$ cat src/rtl/snake_move_ctrl_if.sv
// Bundle of the keyboard/tick inputs and the renderer-facing outputs of the
// snake movement controller. The master side drives keys and frame ticks,
// and the slave side (the controller) publishes coordinates and status.
interface snake_move_ctrl_if;
    logic       tick;
    logic       key_valid;
    logic [7:0] key_code;
    logic [5:0] Px1;
    logic [5:0] Py1;
    logic [5:0] Px2;
    logic [5:0] Py2;
    logic [5:0] Px3;
    logic [5:0] Py3;
    logic [5:0] Px4;
    logic [5:0] Py4;
    logic       AllBlack;
    logic       game_over;
    logic       busy;

    modport master (
        output tick, key_valid, key_code,
        input  Px1, Py1, Px2, Py2, Px3, Py3, Px4, Py4,
        input  AllBlack, game_over, busy
    );

    modport slave (
        input  tick, key_valid, key_code,
        output Px1, Py1, Px2, Py2, Px3, Py3, Px4, Py4,
        output AllBlack, game_over, busy
    );
endinterface

$ cat src/rtl/snake_move_ctrl.sv
// Snake movement sequencer for the cell-indexed renderer.
// Decodes PS/2 set-2 scancodes into a pending direction and a blank-screen
// toggle, then on each frame tick shifts the four-segment body one segment
// per cycle, moves the head, checks for collisions and publishes all
// coordinates at once so the renderer never sees a half-shifted snake.
// Optional build macro WRAP_EN: when defined, the playfield edges wrap
// around and only self collision ends the game.
module snake_move_ctrl #(
    parameter int GRID_W  = 64,
    parameter int GRID_H  = 48,
    parameter int START_X = 32,
    parameter int START_Y = 24
) (
    input  logic               clk,
    input  logic               rst_n,
    snake_move_ctrl_if.slave   bus
);

    localparam int CW = 6;
    typedef logic [CW-1:0] coord_t;

    localparam coord_t X_MAX = coord_t'(GRID_W - 1);
    localparam coord_t Y_MAX = coord_t'(GRID_H - 1);
    localparam coord_t ZERO  = coord_t'(0);
    localparam coord_t ONE   = coord_t'(1);

`ifdef WRAP_EN
    localparam logic WRAP_WALLS = 1'b1;
`else
    localparam logic WRAP_WALLS = 1'b0;
`endif

    localparam logic [7:0] KEY_BREAK   = 8'hF0;
    localparam logic [7:0] KEY_UP      = 8'h1D;
    localparam logic [7:0] KEY_DOWN    = 8'h1B;
    localparam logic [7:0] KEY_LEFT    = 8'h1C;
    localparam logic [7:0] KEY_RIGHT   = 8'h23;
    localparam logic [7:0] KEY_ESC     = 8'h76;
    localparam logic [7:0] KEY_RESTART = 8'h29;

    typedef enum logic [1:0] {
        DIR_UP,
        DIR_DOWN,
        DIR_LEFT,
        DIR_RIGHT
    } dir_e;

    typedef enum logic [2:0] {
        ST_RUN,
        ST_S3,
        ST_S2,
        ST_S1,
        ST_HEAD,
        ST_PUB,
        ST_DEAD
    } state_e;

    // Index 0 is the head, index 3 the tail.
    coord_t segX_q [4];
    coord_t segY_q [4];
    coord_t pubX_q [4];
    coord_t pubY_q [4];

    state_e state_q;
    dir_e   dir_q;
    dir_e   pendDir_q;
    dir_e   pendDir_d;
    logic   breakSeen_q;
    logic   breakSeen_d;
    logic   allBlack_q;
    logic   allBlack_d;
    logic   gameOver_q;
    logic   busy_q;

    logic   restartKey;
    logic   keyIsDir;
    dir_e   keyDir;
    dir_e   refDir;

    coord_t headX;
    coord_t headY;
    logic   wallHit;
    logic   selfHit;
    logic   collide;

    // True when b is the exact opposite heading of a.
    function automatic logic isReverse(input dir_e a, input dir_e b);
        logic r;
        r = 1'b0;
        case (a)
            DIR_UP:    r = (b == DIR_DOWN);
            DIR_DOWN:  r = (b == DIR_UP);
            DIR_LEFT:  r = (b == DIR_RIGHT);
            DIR_RIGHT: r = (b == DIR_LEFT);
            default:   r = 1'b0;
        endcase
        return r;
    endfunction

    // Reset column of segment i: the body trails to the left of the head.
    function automatic coord_t startX(input int i);
        return coord_t'(START_X - i);
    endfunction

    // Scancode decoder: break prefix, direction requests, blank toggle and
    // restart. During HEAD the reverse check uses the direction that is
    // being committed, so a late key can never turn the snake into its neck.
    always_comb begin
        pendDir_d   = pendDir_q;
        breakSeen_d = breakSeen_q;
        allBlack_d  = allBlack_q;
        restartKey  = 1'b0;
        keyIsDir    = 1'b0;
        keyDir      = DIR_RIGHT;
        refDir      = (state_q == ST_HEAD) ? pendDir_q : dir_q;
        if (bus.key_valid) begin
            if (breakSeen_q) begin
                breakSeen_d = 1'b0;
            end else begin
                case (bus.key_code)
                    KEY_BREAK: breakSeen_d = 1'b1;
                    KEY_UP: begin
                        keyIsDir = 1'b1;
                        keyDir   = DIR_UP;
                    end
                    KEY_DOWN: begin
                        keyIsDir = 1'b1;
                        keyDir   = DIR_DOWN;
                    end
                    KEY_LEFT: begin
                        keyIsDir = 1'b1;
                        keyDir   = DIR_LEFT;
                    end
                    KEY_RIGHT: begin
                        keyIsDir = 1'b1;
                        keyDir   = DIR_RIGHT;
                    end
                    KEY_ESC:     allBlack_d = ~allBlack_q;
                    KEY_RESTART: restartKey = 1'b1;
                    default: ;
                endcase
            end
        end
        if (keyIsDir && !isReverse(keyDir, refDir)) begin
            pendDir_d = keyDir;
        end
    end

    // Next head cell from the pending direction. Wall hits are detected from
    // the edge position and heading, and the wrapped cell is produced at the
    // same time so the wrap build just ignores the wall flag.
    always_comb begin
        headX   = segX_q[0];
        headY   = segY_q[0];
        wallHit = 1'b0;
        case (pendDir_q)
            DIR_UP: begin
                if (segY_q[0] == ZERO) begin
                    wallHit = 1'b1;
                    headY   = Y_MAX;
                end else begin
                    headY = segY_q[0] - ONE;
                end
            end
            DIR_DOWN: begin
                if (segY_q[0] == Y_MAX) begin
                    wallHit = 1'b1;
                    headY   = ZERO;
                end else begin
                    headY = segY_q[0] + ONE;
                end
            end
            DIR_LEFT: begin
                if (segX_q[0] == ZERO) begin
                    wallHit = 1'b1;
                    headX   = X_MAX;
                end else begin
                    headX = segX_q[0] - ONE;
                end
            end
            DIR_RIGHT: begin
                if (segX_q[0] == X_MAX) begin
                    wallHit = 1'b1;
                    headX   = ZERO;
                end else begin
                    headX = segX_q[0] + ONE;
                end
            end
            default: ;
        endcase
        // By HEAD the body has already shifted, so segments 1..3 hold the
        // post-shift neck-to-tail cells.
        selfHit = 1'b0;
        for (int i = 1; i < 4; i++) begin
            if (headX == segX_q[i] && headY == segY_q[i]) begin
                selfHit = 1'b1;
            end
        end
        collide = selfHit | (wallHit & ~WRAP_WALLS);
    end

    // Step sequencer: body shift one segment per cycle, head move with
    // collision check, then atomic publish; DEAD freezes until restart.
    always_ff @(posedge clk or negedge rst_n) begin
        if (!rst_n) begin
            state_q     <= ST_RUN;
            dir_q       <= DIR_RIGHT;
            pendDir_q   <= DIR_RIGHT;
            breakSeen_q <= 1'b0;
            allBlack_q  <= 1'b0;
            gameOver_q  <= 1'b0;
            busy_q      <= 1'b0;
            for (int i = 0; i < 4; i++) begin
                segX_q[i] <= startX(i);
                segY_q[i] <= coord_t'(START_Y);
                pubX_q[i] <= startX(i);
                pubY_q[i] <= coord_t'(START_Y);
            end
        end else begin
            breakSeen_q <= breakSeen_d;
            allBlack_q  <= allBlack_d;
            pendDir_q   <= pendDir_d;
            case (state_q)
                ST_RUN: begin
                    if (bus.tick) begin
                        state_q <= ST_S3;
                        busy_q  <= 1'b1;
                    end
                end
                ST_S3: begin
                    segX_q[3] <= segX_q[2];
                    segY_q[3] <= segY_q[2];
                    state_q   <= ST_S2;
                end
                ST_S2: begin
                    segX_q[2] <= segX_q[1];
                    segY_q[2] <= segY_q[1];
                    state_q   <= ST_S1;
                end
                ST_S1: begin
                    segX_q[1] <= segX_q[0];
                    segY_q[1] <= segY_q[0];
                    state_q   <= ST_HEAD;
                end
                ST_HEAD: begin
                    dir_q  <= pendDir_q;
                    busy_q <= 1'b0;
                    if (collide) begin
                        for (int i = 0; i < 4; i++) begin
                            segX_q[i] <= pubX_q[i];
                            segY_q[i] <= pubY_q[i];
                        end
                        gameOver_q <= 1'b1;
                        state_q    <= ST_DEAD;
                    end else begin
                        segX_q[0] <= headX;
                        segY_q[0] <= headY;
                        state_q   <= ST_PUB;
                    end
                end
                ST_PUB: begin
                    for (int i = 0; i < 4; i++) begin
                        pubX_q[i] <= segX_q[i];
                        pubY_q[i] <= segY_q[i];
                    end
                    state_q <= ST_RUN;
                end
                ST_DEAD: begin
                    if (restartKey) begin
                        for (int i = 0; i < 4; i++) begin
                            segX_q[i] <= startX(i);
                            segY_q[i] <= coord_t'(START_Y);
                            pubX_q[i] <= startX(i);
                            pubY_q[i] <= coord_t'(START_Y);
                        end
                        dir_q      <= DIR_RIGHT;
                        pendDir_q  <= DIR_RIGHT;
                        gameOver_q <= 1'b0;
                        state_q    <= ST_RUN;
                    end
                end
                default: state_q <= ST_RUN;
            endcase
        end
    end

    assign bus.Px1       = pubX_q[0];
    assign bus.Py1       = pubY_q[0];
    assign bus.Px2       = pubX_q[1];
    assign bus.Py2       = pubY_q[1];
    assign bus.Px3       = pubX_q[2];
    assign bus.Py3       = pubY_q[2];
    assign bus.Px4       = pubX_q[3];
    assign bus.Py4       = pubY_q[3];
    assign bus.AllBlack  = allBlack_q;
    assign bus.game_over = gameOver_q;
    assign bus.busy      = busy_q;

endmodule

$ cat src/flat_wrapper.sv
// flat-port wrapper written by rule: the top's interface ports become plain ports
module snake_move_ctrl_flat 
#(
    parameter int GRID_W  = 64,
    parameter int GRID_H  = 48,
    parameter int START_X = 32,
    parameter int START_Y = 24
)
  (clk, rst_n, bus_tick, bus_key_valid, bus_key_code, bus_Px1, bus_Py1, bus_Px2, bus_Py2, bus_Px3, bus_Py3, bus_Px4, bus_Py4, bus_AllBlack, bus_game_over, bus_busy);
  snake_move_ctrl_if bus_i ();
  input  logic clk;
  input  logic rst_n;
  input wire logic [$bits(bus_i.tick)-1:0] bus_tick;
  input wire logic [$bits(bus_i.key_valid)-1:0] bus_key_valid;
  input wire logic [$bits(bus_i.key_code)-1:0] bus_key_code;
  output wire logic [$bits(bus_i.Px1)-1:0] bus_Px1;
  output wire logic [$bits(bus_i.Py1)-1:0] bus_Py1;
  output wire logic [$bits(bus_i.Px2)-1:0] bus_Px2;
  output wire logic [$bits(bus_i.Py2)-1:0] bus_Py2;
  output wire logic [$bits(bus_i.Px3)-1:0] bus_Px3;
  output wire logic [$bits(bus_i.Py3)-1:0] bus_Py3;
  output wire logic [$bits(bus_i.Px4)-1:0] bus_Px4;
  output wire logic [$bits(bus_i.Py4)-1:0] bus_Py4;
  output wire logic [$bits(bus_i.AllBlack)-1:0] bus_AllBlack;
  output wire logic [$bits(bus_i.game_over)-1:0] bus_game_over;
  output wire logic [$bits(bus_i.busy)-1:0] bus_busy;
  assign bus_i.tick = bus_tick;
  assign bus_i.key_valid = bus_key_valid;
  assign bus_i.key_code = bus_key_code;
  assign bus_Px1 = bus_i.Px1;
  assign bus_Py1 = bus_i.Py1;
  assign bus_Px2 = bus_i.Px2;
  assign bus_Py2 = bus_i.Py2;
  assign bus_Px3 = bus_i.Px3;
  assign bus_Py3 = bus_i.Py3;
  assign bus_Px4 = bus_i.Px4;
  assign bus_Py4 = bus_i.Py4;
  assign bus_AllBlack = bus_i.AllBlack;
  assign bus_game_over = bus_i.game_over;
  assign bus_busy = bus_i.busy;
  snake_move_ctrl #(.GRID_W(GRID_W), .GRID_H(GRID_H), .START_X(START_X), .START_Y(START_Y)) u_core (.clk(clk), .rst_n(rst_n), .bus(bus_i));
endmodule
$ cat config.mk
export PLATFORM = sky130hd
export DESIGN_NAME = snake_move_ctrl_flat
export DESIGN_NICKNAME = d
export VERILOG_FILES = /design/src/rtl/snake_move_ctrl_if.sv /design/src/rtl/snake_move_ctrl.sv /design/src/flat_wrapper.sv
export SDC_FILE = /design/constraint.sdc
export NUM_CORES = 1
export LEC_CHECK = 0
export CAP_MARGIN = 10
export CORE_UTILIZATION = 54
export CTS_BUF_LIST = sky130_fd_sc_hd__clkbuf_2
export DETAILED_ROUTE_END_ITERATION = 12
export PLACE_DENSITY = 0.79
export SYNTH_ARGS = -nofsm -noshare
export SYNTH_HDL_FRONTEND = slang
export SYNTH_SLANG_ARGS = --single-unit
$ cat constraint.sdc
create_clock -name clk -period 4 [get_ports clk]
set_input_delay 0.8 -clock clk [delete_from_list [all_inputs] [get_ports clk]]
set_output_delay 0.8 -clock clk [all_outputs]
set_load 0.05 [all_outputs]
Word-level counts from Yosys, hierarchy flattened --
Index checks and enable logic that the tools add are counted.
Storage, ports and cells: flip-flop bits (word level) 107, input port bits 12, output and inout bits 51
Operators by class: $add $sub $neg 4, eq/ne operators 33, muxes and demuxes 57, bitwise logic cells 3, reductions and logical operators 27
Operators with widths (number):
- $pmux 6 s3 | 6
- $pmux 24 s2 | 2
- $mux 24 | 2
- $pmux 6 s2 | 4
- $eq 6x6->1 | 6
- $mux 18 | 2
- $mux 6 | 6
- $eq 8x5->1 const B | 3
- $mux 1 | 18
- $pmux 3 s6 | 1
- $eq 8x6->1 const B | 2
- $mux 2 | 8
- $reduce_and 3->1 | 5
- $add 6x1->6 const B | 2
- $eq 2x2->1 const B | 6
- $eq 6x6->1 const B | 2
- $logic_not 6->1 | 2
- $sub 6x1->6 const B | 2
- $eq 3x3->1 const B | 3
- $reduce_bool 3->1 | 3
- $eq 8x7->1 const B | 1
- $eq 8x8->1 const B | 1
- $pmux 1 s4 | 2
- $reduce_and 2->1 | 4
- other kinds (17) | 31

Longest topological paths before layout --
depth in word-level cells 11, gate-level depth with buffers 15, depth with buffers taken out 11

Worst setup path before layout --
OpenSTA, ideal clock, no wires.
path kind register -> register, start point register u_core.segY_q[19] in the netlist's numbering, end point register u_core.segX_q[0] in the netlist's numbering, arrival time 3682 ps, required time 3918 ps, path slack 236 ps, cell stages (with the launch flop) 14, path buffers 2, period minus slack after synthesis 3764 ps, cells stage by stage dfrtp_1 -> clkbuf_1 -> inv_1 -> ha_1 -> nor2b_2 -> nand2_1 -> a311oi_1 -> xnor2_1 -> or4b_1 -> or4_1 -> and2_1 -> buf_6 -> a31oi_4 -> mux2_2
On the way: cells in the longest elaborated chain, start to end 11, elaborated cells between the ends (all ways) 22
RTL lines:
- start: declaration | RTL line snake_move_ctrl.sv:60 | coord_t segY_q [4];
- start signal: indexed assignment | RTL line snake_move_ctrl.sv:215 | segY_q[i] <= coord_t'(START_Y);
- start signal: indexed assignment | RTL line snake_move_ctrl.sv:251 | segY_q[i] <= pubY_q[i];
- start signal: indexed assignment | RTL line snake_move_ctrl.sv:272 | segY_q[i] <= coord_t'(START_Y);
- $add 6x1->6, or another cell as far along | RTL line snake_move_ctrl.sv:170 | headY = segY_q[0] + ONE;
- $mux 6, on equally long branches | RTL line snake_move_ctrl.sv:166, snake_move_ctrl.sv:158
- $pmux 6 s2 | RTL line snake_move_ctrl.sv:156 | case (pendDir_q)
- $eq 6x6->1 | RTL line snake_move_ctrl.sv:195 | if (headX == segX_q[i] && headY == segY_q[i]) begin
- $logic_and 1x1->1 | RTL line snake_move_ctrl.sv:195
- $mux 1 (3 in a row) | RTL line snake_move_ctrl.sv:195
- $or 1x1->1 * | RTL line snake_move_ctrl.sv:199 | collide = selfHit | (wallHit & ~WRAP_WALLS);
- $ne 2x1->1 (no line) *
- $reduce_and 3->1 (no line) *
- end signal: indexed assignment | RTL line snake_move_ctrl.sv:214 | segX_q[i] <= startX(i);
- end signal: indexed assignment | RTL line snake_move_ctrl.sv:250 | segX_q[i] <= pubX_q[i];
- end signal: indexed assignment | RTL line snake_move_ctrl.sv:271 | segX_q[i] <= startX(i);
- end: declaration | RTL line snake_move_ctrl.sv:59 | coord_t segX_q [4];
Every way passes the cells marked *; elsewhere a longest branch is shown, timed or not. A chain may end at the register's enable or synchronous reset.

Worst setup path after layout --
start point register u_core.segX_q[18] in the netlist's numbering, end point register u_core.segX_q[10] in the netlist's numbering
On the way: cells in the longest elaborated chain, start to end 11, elaborated cells between the ends (all ways) 22
RTL lines:
- $add 6x1->6, or another cell as far along | RTL line snake_move_ctrl.sv:186 | headX = segX_q[0] + ONE;
- $mux 6, on equally long branches | RTL line snake_move_ctrl.sv:182, snake_move_ctrl.sv:174
- $pmux 6 s2 | RTL line snake_move_ctrl.sv:156
- $eq 6x6->1 | RTL line snake_move_ctrl.sv:195
- $logic_and 1x1->1 | RTL line snake_move_ctrl.sv:195
- $mux 1 (3 in a row) | RTL line snake_move_ctrl.sv:195
- $or 1x1->1 * | RTL line snake_move_ctrl.sv:199
- $ne 2x1->1 (no line) *
- $reduce_and 3->1 (no line) *
Marked as above.

==> results.md <==
- The flow ran to the end, and the final reports show no timing, DRC or antenna violations.
- The remaining routing DRC violations is 0.
- Summing the areas of all fa, ha and maj instances in the mapped netlist gives 0.907% of the synthesized area.
- Setup repair after global routing left no endpoint under its margin.
- CTS saw 107 sinks.
- After detailed routing, the average wire length per cell comes to 22.9 um.
- Summed over all nets, the half-perimeter wirelength after detailed placement is 17.4 mm.
- The instance count of the mapped netlist is 783.
- Clock-pin slew was measured on the worst setup and hold paths at 0.33 ns.
- The biggest area contributor in the post-synthesis netlist is dfrtp_1.
- The category of the most critical setup path is flop to flop.
- The first global-routing pass estimated 36.8 mm of wire.
- Counting tap cells, the placed design contains a total of 999 instances.
- Yosys attributes the largest share of cell area to dfrtp_1 (21%), dfstp_2 (18%), nor2_1 (4.2%).
- Summed over its instances, the top area cell type makes up 21.4% of the synthesized netlist area.
- For the worst setup path, the data required time is 4.65 ns.
- The vertical die dimension is 115 um.
- The worst slack on hold paths is 0.177 ns.
- The via count of the first global-routing pass is 6461.
- Synthesis produced a netlist with a net count of 800.
- The width of the die is 115 um.
- The pre-antenna-repair detailed-routing pass consisted of 6 iterations.
- The worst IR drop on VDD is 0.615 mV.
- The number of distinct library cells after synthesis is 78.
- The final number of max-transition violations is 0.
- The maximum number of pins on one net before global-route repair is 66.
- The tree is rooted in a clkbuf_2.
- The final route contains 6670 vias.
- The detailed router finished its first iteration with 689 violations.
- The min-delay analysis places its worst path in the category input port to asynchronous set/reset pin.
- The final core utilization is 65.7%.
- The CTS tree is built.
- Summing the areas of all and, or, nand and nor instances in the mapped netlist gives 23.9% of the synthesized area.
- The residual antenna-violating net count after detailed routing is 0.
- Of all nets on the critical path, the largest fanout is 14.
- The port buffer count is 62.
- The worst path arrival time is 4.54 ns.
- Setup violations remaining at the end of the flow were counted as 0.
- Dividing the detail-routed via count by the number of cells gives 6.56.
- The most used flip-flop cell after synthesis is dfrtp_1.
- Dividing total power by cell area gives a power density of 982 nW/um2.
- Of the cells placed in the final design, the portion with a size suffix greater than 1 is 17.8%.
- By count the netlist is led by nor2_1 (78), dfrtp_1 (59), a21oi_1 (55).
- Tracing the worst setup path back leads to its startpoint at u_core.segX_q[18]$_DFFE_PN0P_.
- Of the post-synthesis cell area, the part taken by muxes is 3.30%.
- Summing the areas of all xor and xnor instances in the mapped netlist gives 5.17% of the synthesized area.
- The post-detailed-routing wire length is 23.3 mm.
- The most common cell in the synthesized netlist is nor2_1.
- The hold violation count in the final report is 0.
- The initial core utilization is 56.5%.
- The tool flagged a number of max-cap violations equal to 0.
- The post-synthesis area per instance is 8.81 um2.
- The flip-flop and latch count after synthesis is 107.
- Summing the areas of all compound-gate instances in the mapped netlist gives 21.8% of the synthesized area.
- The number of inserted diodes is 0.
- The final instance count without filler cells is 1016.
- After synthesis, the largest family of logic cells by area is simple AND/OR/NAND/NOR gates.
- Summed over all failing endpoints, the final setup total negative slack is 0 ns.
- STA classifies the critical path endpoint as a flop.
- The Yosys step of the flow raised 0 warnings.
- The portion of the clock cycle consumed by the worst path in the final layout is 97.3%.
- After floorplanning, the core was divided into 40 placement rows.
- Compared with the post-synthesis result, the final layout area differs by 16.3%.
- The routability congestion estimate is 0.976.
- At the end of the flow, the number of nets in the layout was 860.
- The normalized max-slew margin is 40.9%.
- The floorplan step defined a die boundary enclosing 13200 um2.
- The number of CTS-inserted buffers is 9.
- The number of top-level pins is 63.
- The launching point of the worst reg2reg path is u_core.segX_q[18]$_DFFE_PN0P_.
- After synthesis, the share of flip-flops with an asynchronous set or reset is 100%.
- The region available for standard cell placement spans 12200 um2.
- The startpoint class of the critical path is a flop.
- The minimum clock period is 3.89 ns.
- The maximum root-to-sink buffer count is 2.
- Counting flops with a built-in enable in the synthesized netlist gives 0.
- The total routing resource utilization after global routing is 37.3%.
- The H-tree depth reported by CTS is 3.
- Based on the critical path, the design can be clocked at up to 257 MHz.
- The overflow left after global routing is 0.
- The number of antenna violations at the first check in global routing is 0.
- The insertion delay of the later-clocked pin in the worst-skew pair is 0.67 ns.
- The leakage power summed over all cells is 3.21 nW.
- The proportion of synthesized chip area in sequential cells is 39.7%.
- The clock skew is 0.0321 ns.
- The cell area after technology mapping is 6900 um2.
- The actual transition at the worst max-transition pin is 0.887 ns.
==> power breakdown <==
group | internal, W | switching (W)
combinational | 0.00192 | 0.00299
clock | 0.000111 | 0.000431
sequential | 0.00174 | 0.000697
==> kinds of logic after synthesis <==
family,count (synthesis)
adders and majority gates,5
xor gates and xnor gates,39
and+or+nand+nor,312
AOI/OAI and AO/OA,210
buffers and inverters,88
DFF,107
muxes,22
==> critical path: stages (launching register included) <==
cell and delay, ns:
dfrtp_1 0.54, ha_1 0.27, and4_1 0.22, o21ai_2 0.40, xnor2_1 0.19, a211o_1 0.28
a2111oi_0 0.53, buf_4 0.21, and4_1 0.23, a41oi_2 0.25, buf_12 0.24, nand3_1 0.24
o221a_2 0.25
==> stage by stage <==
stage               total power (W)  setup WS, ns  area, um2
detailed placement          0.00724         0.179       7860
finish                      0.00788         0.108       8030
global route                0.00831        0.0374       8030
CTS                         0.00779         0.122       7990
floorplan                   0.00557         0.236       6900
global placement            0.00716         0.253       7860
==> layer usage <==
layer | global-route usage, % | vias up | share of wire, %
met4 | 14.0 | 0 | 2.9
met1 | 51.5 | 3315 | 43
met3 | 6.27 | 53 | 7.3
met5 | 0 | - | 0
met2 | 58.9 | 319 | 47
li1 | - | 2983 | -
==> sequential cells by signal, indices dropped and copies added (netlist names) <==
signal / cells
u_core.segX_q: 24
u_core.breakSeen_q: 1
u_core.bus.Px3: 6
u_core.bus.game_over: 1
u_core.bus.Py4: 6
u_core.dir_q: 2
u_core.bus.Py1: 6
u_core.bus.Px4: 6
u_core.segY_q: 24
u_core.bus.Py3: 6
u_core.bus.AllBlack: 1
u_core.bus.Px1: 6
u_core.bus.Py2: 6
u_core.bus.busy: 1
u_core.bus.Px2: 6
u_core.pendDir_q: 2
u_core.state_q: 3
==> cell usage in the layout, fill, tap and decap left out, types with 18 or more instances in the layout <==
| cell | Yosys | final |
|---|---|---|
| nor3b_1 | 19 | 18 |
| a21oi_1 | 55 | 55 |
| clkdlybuf4s50_1 | 0 | 61 |
| nand2_1 | 53 | 52 |
| inv_1 | 24 | 23 |
| dfrtp_1 | 59 | 58 |
| xnor2_1 | 25 | 25 |
| nand3_1 | 52 | 51 |
| buf_4 | 1 | 48 |
| dfstp_2 | 48 | 48 |
| o21ai_0 | 45 | 45 |
| nor2_1 | 78 | 78 |
==> area by class of cell <==
cell class,count,area [um2]
multi-input combinational,588,3830
clock buffer,9,45.0
clock inverter,7,82.6
tap,168,210
fill,1055,4190
timing repair buffer,112,1030
sequential,107,2740
inverter,25,93.8
==> path summary, 6_finish.rpt <==
| kind | slack, ns | end | cells after the start |
|---|---|---|---|
| max | 0.11 | u_core.segX_q[10]$_DFFE_PN1P_ | 12 |
| min | 0.18 | u_core.bus.Py2[0]$_DFFE_PN0P_ | 1 |
| max reg2reg | 0.11 | u_core.segX_q[10]$_DFFE_PN1P_ | 12 |
| min reg2reg | 0.51 | u_core.bus.AllBlack$_DFFE_PN0P_ | 1 |
| max in group asynchronous | 2.88 | u_core.segY_q[10]$_DFFE_PN1P_ | 2 |
| min in group clk | 0.51 | u_core.bus.AllBlack$_DFFE_PN0P_ | 1 |
==> repair_timing <==
action	in CTS	in global routing
buffers inserted	0	0
endpoints found under the setup margin	0	34
hold buffers	0	0
gates resized for setup	0	4
No activity file was read; power rests on OpenSTA's default activity.
